File: src/rtl/apb_req_master.sv
// apb_req_master: single-outstanding req/gnt/rvalid to APB3 initiator with per-transfer ACCESS timeout
module apb_req_master #(
    parameter int APB_ADDR_WIDTH = 32,
    parameter int APB_DATA_WIDTH = 32,
    parameter int TIMEOUT_CYCLES = 256
) (
    input  logic                      clk,
    input  logic                      rst_n,
    input  logic                      req_i,
    input  logic [APB_ADDR_WIDTH-1:0] addr_i,
    input  logic                      we_i,
    input  logic [APB_DATA_WIDTH-1:0] wdata_i,
    output logic                      gnt_o,
    output logic                      rvalid_o,
    output logic [APB_DATA_WIDTH-1:0] rdata_o,
    output logic                      err_o,
    output logic [APB_ADDR_WIDTH-1:0] paddr,
    output logic [APB_DATA_WIDTH-1:0] pwdata,
    output logic                      pwrite,
    output logic                      psel,
    output logic                      penable,
    input  logic [APB_DATA_WIDTH-1:0] prdata,
    input  logic                      pready,
    input  logic                      pslverr
);
    localparam int CW = TIMEOUT_CYCLES > 0 ? $clog2(TIMEOUT_CYCLES + 1) : 1;
    localparam logic [CW-1:0] LAST = CW'(TIMEOUT_CYCLES - 1);

    typedef enum logic [1:0] {IDLE, SETUP, ACCESS} state_e;

    state_e                    state_q, state_d;
    logic [APB_ADDR_WIDTH-1:0] paddr_q, paddr_d;
    logic [APB_DATA_WIDTH-1:0] pwdata_q, pwdata_d, rdata_q, rdata_d;
    logic                      pwrite_q, pwrite_d, rvalid_q, rvalid_d, err_q, err_d;
    logic [CW-1:0]             cnt_q, cnt_d;

    always_comb begin
        state_d  = state_q;
        paddr_d  = paddr_q;
        pwdata_d = pwdata_q;
        pwrite_d = pwrite_q;
        rdata_d  = rdata_q;
        err_d    = err_q;
        cnt_d    = cnt_q;
        rvalid_d = 1'b0;
        gnt_o    = 1'b0;
        case (state_q)
            IDLE: begin
                gnt_o = req_i;
                if (req_i) begin
                    paddr_d  = addr_i;
                    pwdata_d = wdata_i;
                    pwrite_d = we_i;
                    state_d  = SETUP;
                end
            end
            SETUP: begin
                cnt_d   = '0;
                state_d = ACCESS;
            end
            ACCESS: begin
                if (pready) begin
                    rvalid_d = 1'b1;
                    rdata_d  = pwrite_q ? '0 : prdata;
                    err_d    = pslverr;
                    state_d  = IDLE;
                end else if (TIMEOUT_CYCLES != 0 && cnt_q == LAST) begin
                    rvalid_d = 1'b1;
                    rdata_d  = '0;
                    err_d    = 1'b1;
                    state_d  = IDLE;
                end else begin
                    cnt_d = cnt_q != '1 ? cnt_q + 1'b1 : cnt_q;
                end
            end
            default: state_d = IDLE;
        endcase
    end

    always_ff @(posedge clk or negedge rst_n) begin
        if (!rst_n) begin
            state_q  <= IDLE;
            paddr_q  <= '0;
            pwdata_q <= '0;
            pwrite_q <= 1'b0;
            rdata_q  <= '0;
            err_q    <= 1'b0;
            rvalid_q <= 1'b0;
            cnt_q    <= '0;
        end else begin
            state_q  <= state_d;
            paddr_q  <= paddr_d;
            pwdata_q <= pwdata_d;
            pwrite_q <= pwrite_d;
            rdata_q  <= rdata_d;
            err_q    <= err_d;
            rvalid_q <= rvalid_d;
            cnt_q    <= cnt_d;
        end
    end

    assign psel     = state_q != IDLE;
    assign penable  = state_q == ACCESS;
    assign paddr    = paddr_q;
    assign pwdata   = pwdata_q;
    assign pwrite   = pwrite_q;
    assign rvalid_o = rvalid_q;
    assign rdata_o  = rdata_q;
    assign err_o    = err_q;
endmodule

File: config.mk
export PLATFORM = sky130hd
export DESIGN_NAME = apb_req_master
export DESIGN_NICKNAME = d
export VERILOG_FILES = /design/src/rtl/apb_req_master.sv
export SDC_FILE = /design/constraint.sdc
export NUM_CORES = 1
export LEC_CHECK = 0
export BUFFER_PORTS_ARGS = -buffer_cell sky130_fd_sc_hd__buf_2
export CORE_ASPECT_RATIO = 2
export CORE_MARGIN = 2
export CORE_UTILIZATION = 30
export DETAILED_ROUTE_END_ITERATION = 10
export PLACE_DENSITY_LB_ADDON = 0.1
export SETUP_SLACK_MARGIN = 0.5
export SKIP_CTS_REPAIR_TIMING = 1
export SYNTH_ARGS = -nofsm -noshare
export SYNTH_HDL_FRONTEND = slang
export SYNTH_SLANG_ARGS = --single-unit
File: constraint.sdc
create_clock -name clk -period 2.3 [get_ports clk]
set_input_delay 0.46 -clock clk [delete_from_list [all_inputs] [get_ports clk]]
set_output_delay 0.46 -clock clk [all_outputs]
set_load 0.005 [all_outputs]
==> results.json, run 1 <==
{
  "synth_warnings": 0,
  "cp_data_arrival_time_ns": 2.42,
  "grt_overflow": 0,
  "routabilityCongestion": 0.732,
  "synth_area_per_cell_um2": 13.8,
  "power.switching_uw": 2440,
  "yosys.cell_types.count": 30,
  "drt_iter0_markers": 80,
  "ys_top_cells_by_count": "dfrtp_1, mux2_2, o21ai_0, nand2_1, a22o_1",
  "die_w_um": 88.3,
  "drc": 0,
  "n_antenna_cell": 0,
  "final_hold_viol_count": 0,
  "power_density_mw_per_mm2": 1260,
  "ys_seq_area_share_pct": 64.5,
  "synth_nets": 414,
  "clk_pin_slew_ns": 0.08,
  "cts_tree": "yes",
  "synth_area_mm2": 0.00427,
  "drv_cap": 0,
  "core-area_mm2": 0.0139,
  "fin_crit_sh_pct": 93.9,
  "cp-start-kind": "flop",
  "io_buffers": 203,
  "vias_per_cell": 4.58,
  "ant_nets": 0,
  "dp_hpwl_mm": 8.74,
  "pre_cts_slack_ns": -0.0134,
  "max_slew.worst_pin.slew_ns": 0.392,
  "reg2reg_slack_ns": 0.14,
  "ys_seq_elements": 110,
  "start_util_pct": 30.7,
  "p_comb_share_pct": 37.5,
  "end_kind": "flop",
  "outcome": "finished clean",
  "cts_sinks": 110,
  "drt_pass1_iterations": 4,
  "finClkSkew_ns": 0.00811,
  "hold_class": "primary input to asynchronous set/reset pin",
  "synth_ff_type": "dfrtp_1",
  "fill_cells": 1371,
  "grt_pass1_wl_mm": 17.4,
  "clk_latency_ns": 0.34,
  "synthCells": 309,
  "synth_top_area_share_pct": 64.5,
  "synth_most_common_cell": "dfrtp_1",
  "crit_path_max_fanout": 7,
  "grt_antenna_before_repair": 0,
  "vias": 3336,
  "grt_use_total_pct": 14.8,
  "grt_pass1_vias": 3350,
  "peakVddDrop_mv": 0.480,
  "numCtsBuffers": 9,
  "async_flop_share_pct": 100,
  "drv_slew": 0,
  "root_buffer": "clkbuf_16",
  "grt_max_degree": 62,
  "finalSetupViolations": 0,
  "synth-edff-count": 0,
  "ios": 204,
  "dieArea_mm2": 0.0152,
  "wl_per_cell_um": 16.4,
  "final_util_pct": 45.2,
  "multi_input_area_mm2": 0.00158,
  "setup-tns-final_ns": 0,
  "finalWorstSetupSlack_ns": 0.141,
  "cts_buffer_depth": 2,
  "whs_ns": 0.00560,
  "seq_area_mm2": 0.00275,
  "ff2ff_path_depth": 7,
  "critPathRequiredTime_ns": 2.56,
  "seqPwrFrac_pct": 40.6,
  "power_uw": 7920,
  "cts_htree_levels": 3,
  "switching_share_pct": 30.8,
  "final.min_clock_period_ns": 2.16,
  "p_leak_uw": 0.00308,
  "path_class": "flop to flop",
  "die_h_um": 173,
  "wl_mm": 12.0,
  "rsz0062_at_grt": "yes",
  "slew_headroom_pct": 73.9,
  "worstReg2RegEnd": "cnt_q[5]",
  "drive_gt1_share_pct": 63.7,
  "fmax_mhz": 463,
  "pwr-share-clk_pct": 22.0,
  "rows": 61,
  "reg2reg_from": "cnt_q[0]",
  "syn2layout_area_growth_pct": 47.2,
  "synth_area_leaders": "dfrtp_1, mux2_2, o21ai_0",
  "finalNetCount": 640,
  "internal_power_uw": 5480,
  "synth_largest_area_cell": "dfrtp_1"
}
-- state kept, by name, indices dropped and copies added (netlist names) --
| signal | count |
|---|---|
| cnt_q | 9 |
| state_q | 2 |
| paddr | 32 |
| pwdata | 32 |
| pwrite | 1 |
| rdata_o | 32 |
| err_o | 1 |
| rvalid_o | 1 |
-- worst max path at each step --
stage	startpoint	to	slack (ns)	cells after the start
finish	cnt_q[0]	cnt_q[5]	0.14	7
global route	cnt_q[0]	cnt_q[5]	0.08	7
CTS	cnt_q[0]	cnt_q[2]	-0.02	8
detailed placement	cnt_q[0]	cnt_q[4]	-0.01	8
global placement	cnt_q[0]	cnt_q[4]	0.07	8
floorplan	cnt_q[0]	cnt_q[5]	0.16	8
-- metal layers --
| layer | GRT usage, % | vias to the layer above | part of all wire [%] |
|---|---|---|---|
| li1 | - | 1539 | - |
| met1 | 14.8 | 1661 | 34 |
| met2 | 27.9 | 114 | 58 |
| met3 | 3.20 | 22 | 4.9 |
| met4 | 6.19 | 0 | 3.3 |
| met5 | 0 | - | 0 |
-- cell type report --
| type | count | area share [%] |
|---|---|---|
| Clock buffer | 10 | 3.80 |
| Inverter | 6 | 0.398 |
| Clock inverter | 6 | 1.59 |
| Tap cell | 189 | 3.76 |
| Sequential cell | 110 | 43.8 |
| Timing Repair Buffer | 233 | 21.5 |
| Multi-Input combinational cell | 175 | 25.1 |
-- per-stage QoR --
stage                     cells  cell area (µm²)
after global placement      697             5620
final                       729             6280
after CTS                   713             5960
after floorplan             309             4320
after global routing        729             6280
after detailed placement    697             5620
-- cells by family (layout without fill, tap and decap cells) --
family,after synthesis,count (layout),synth area share [%]
DFF,110,110,64.5
buffers and inverters,24,255,2.38
adders and majority gates,3,3,0.880
muxes,72,72,18.8
AOI/OAI and AO/OA,52,52,7.89
and+or+nand+nor,48,48,5.54
-- power groups by stage --
stage | clock network (µW) | registers (µW) | logic (µW)
after floorplan | 0 | 3320 | 1240
after global placement | 0 | 3240 | 2680
after detailed placement | 0 | 3270 | 2720
after CTS | 1810 | 3230 | 2730
after global routing | 1880 | 3330 | 3220
final | 1740 | 3210 | 2970
-- worst max-delay path: stages, from the launching register on --
cell and delay, ns:
dfrtp_1 0.42, ha_4 0.19, nand3_4 0.08, nor2_4 0.05
ha_4 0.16, or4b_4 0.58, or4_1 0.48, a21boi_1 0.13
-- layout by cell type (no fill, tap or decap), types with 2 or more instances in the layout --
cell type,instances
a21boi_1,2
buf_6,3
mux2i_1,7
mux2_2,65
nor2_4,4
buf_2,202
o21ai_2,15
clkbuf_16,12
o21ai_0,16
buf_12,3
bufinv_16,2
nand2_1,25
dfrtp_1,110
or2_4,2
inv_1,5
inv_8,2
ha_4,2
a22o_1,17
nand2b_1,3
buf_4,21
Note: power is estimated with default switching activity, not from simulation.
==> run 2, diff against run 1 <==
ABC_AREA = 1   (was not set)
==> run 2 against run 1 <==
Synthesized cell count up 64%. Final area down 1.4%. Worst setup slack better by 0.12 ns. Count of clock-buffer cells in the layout up 1. Via count up 17%. Combinational power down 4%. Flip-flop and latch count unchanged. Core utilization down 3.0 points. Sequential share of layout area up 0.62 points. Clock skew up 0.0044 ns. Register-to-register slack better by 0.12 ns. Global-route usage down 0.54 points. Critical path type unchanged.
==> results.json, run 2 <==
{
  "outcome": "finished clean",
  "seq_area_mm2": 0.00275,
  "synth_most_common_cell": "nand2_1",
  "crit_buf_inv": 3,
  "whs_ns": 0.0711,
  "slew_headroom_pct": 53.0,
  "ff2ff_path_depth": 12,
  "final_util_pct": 42.3,
  "placedCellCount": 889,
  "root_buffer": "clkbuf_16",
  "crit_path_max_fanout": 7,
  "io_buffers": 203,
  "drv_slew": 0,
  "routabilityCongestion": 0.784,
  "crit_start": "cnt_q[1]",
  "rsz0062_at_grt": "yes",
  "fill_cells": 1554,
  "grt_pass1_wl_mm": 18.4,
  "critPathRequiredTime_ns": 2.57,
  "die_w_um": 90.2,
  "instances_no_fill": 918,
  "cp-start-kind": "flop",
  "synth_area_per_cell_um2": 8.82,
  "reg2reg_slack_ns": 0.26,
  "synthCells": 506,
  "synth_nets": 611,
  "synth_largest_area_cell": "dfrtp_1",
  "ys_top_cells_by_count": "nand2_1, dfrtp_1, inv_1, nor2_1, nand3_1",
  "yosys.cell_types.count": 21,
  "finalNetCount": 823,
  "fmax_mhz": 490,
  "vias_per_cell": 4.27,
  "grt_pass1_vias": 3607,
  "wl_per_cell_um": 13.1,
  "power_uw": 7620,
  "ys_seq_area_share_pct": 61.7,
  "finClkSkew_ns": 0.0125,
  "setup-tns-final_ns": 0,
  "layout_common_cells": "nand2_1, buf_2, dfrtp_1, inv_1, nand3_1",
  "synth_warnings": 0,
  "layout_commonest_cell": "nand2_1",
  "ys_seq_elements": 110,
  "cts_buffer_depth": 2,
  "crit_family": "simple AND/OR/NAND/NOR gates",
  "cts_htree_levels": 3,
  "peakVddDrop_mv": 0.478,
  "drt_pass1_iterations": 4,
  "rows": 63,
  "final.min_clock_period_ns": 2.04,
  "path_cells": "ha_2 -> nand2_2 -> inv_2 -> nand4_1 -> nor2_2 -> ha_2 -> nor2_4 -> nor3_4 -> buf_12 -> clkbuf_16 -> nor2_2 -> a21oi_1",
  "p_leak_uw": 0.00344,
  "die_h_um": 176,
  "critical_path.max_stage_delay_ns": 0.38,
  "drt_iter0_markers": 145,
  "grt_antenna_before_repair": 0,
  "cp_data_arrival_time_ns": 2.32,
  "drc": 0,
  "syn2layout_area_growth_pct": 38.9,
  "worstReg2RegEnd": "err_o",
  "async_flop_share_pct": 100,
  "dieArea_mm2": 0.0159,
  "power_density_mw_per_mm2": 1230,
  "synth_top_area_share_pct": 61.7,
  "cts_tree": "yes",
  "synth_area_mm2": 0.00446,
  "ant_nets": 0,
  "synth-edff-count": 0,
  "drv_cap": 0,
  "numCtsBuffers": 9,
  "end_kind": "flop",
  "cts_sinks": 110,
  "grt_max_degree": 67,
  "finalSetupViolations": 0,
  "critPathSlowestCell": "dfrtp_1",
  "grt_overflow": 0,
  "synth_area_leaders": "dfrtp_1, nand2_1, inv_1",
  "cp-endpoint": "err_o",
  "ios": 204,
  "reg2reg_from": "cnt_q[1]",
  "drive_gt1_share_pct": 36.5,
  "clk_pin_slew_ns": 0.08,
  "clk_latency_ns": 0.35,
  "vias": 3916,
  "multi_input_area_mm2": 0.00149,
  "n_antenna_cell": 0,
  "final_hold_viol_count": 0,
  "start_util_pct": 30.4,
  "core-area_mm2": 0.0147,
  "hold_class": "primary input to asynchronous set/reset pin",
  "dp_hpwl_mm": 7.76,
  "fin_crit_sh_pct": 88.8,
  "wl_mm": 12.0,
  "synth_ff_type": "dfrtp_1",
  "path_class": "flop to flop",
  "grt_use_total_pct": 14.2,
  "max_slew.worst_pin.slew_ns": 0.705,
  "path_depth": 12
}
==> run 2: logic make-up after synthesis <==
group	after synthesis	share of synthesized area, %
and+or+nand+nor	294	26.3
buffers and inverters	59	6.62
adders and majority gates	3	0.841
DFF	110	61.7
AOI/OAI and AO/OA	40	4.60
==> run 2: layout make-up <==
class	count	share of cell area, %
timing repair inverter	1	0.141
clock inverter	5	0.666
multi-input combinational	338	24.1
tap	195	3.94
sequential	110	44.4
inverter	35	2.32
timing repair buffer	223	20.5
clock buffer	11	3.92
==> run 2: metal layers <==
metal | vias to the layer above | track usage, % | share of wire [%]
met5 | - | 0 | 0
met4 | 0 | 5.83 | 1.7
met3 | 12 | 3.54 | 7.1
met2 | 144 | 20.3 | 44
met1 | 1784 | 20.7 | 47
li1 | 1976 | - | -
==> run 2: report_power, final <==
| part | leakage (µW) | switching (µW) | total, µW | internal, µW |
|---|---|---|---|---|
| Sequential | 0.00137 | 460 | 3250 | 2790 |
| Clock | 0.000133 | 732 | 1510 | 776 |
| Combinational | 0.00194 | 1580 | 2860 | 1280 |
==> run 2: how the worst min path moves through the flow <==
stage	start	to	slack [ns]	cells past startpoint
floorplan	rst_n	cnt_q[0]	0.16	0
global placement	pwdata[29]	pwdata[29]	0.46	2
detailed placement	pwdata[0]	pwdata[0]	0.46	2
CTS	rst_n	rdata_o[17]	0.09	1
global route	rst_n	rdata_o[17]	0.1	1
finish	rst_n	rdata_o[17]	0.07	1
==> run 2: metrics by stage <==
stage | worst slack [ns] | cell area (µm²)
after floorplan | 0.513 | 4470
after CTS | 0.217 | 5960
final | 0.257 | 6200
after global placement | 0.354 | 5680
after global routing | 0.147 | 6200
after detailed placement | 0.315 | 5680
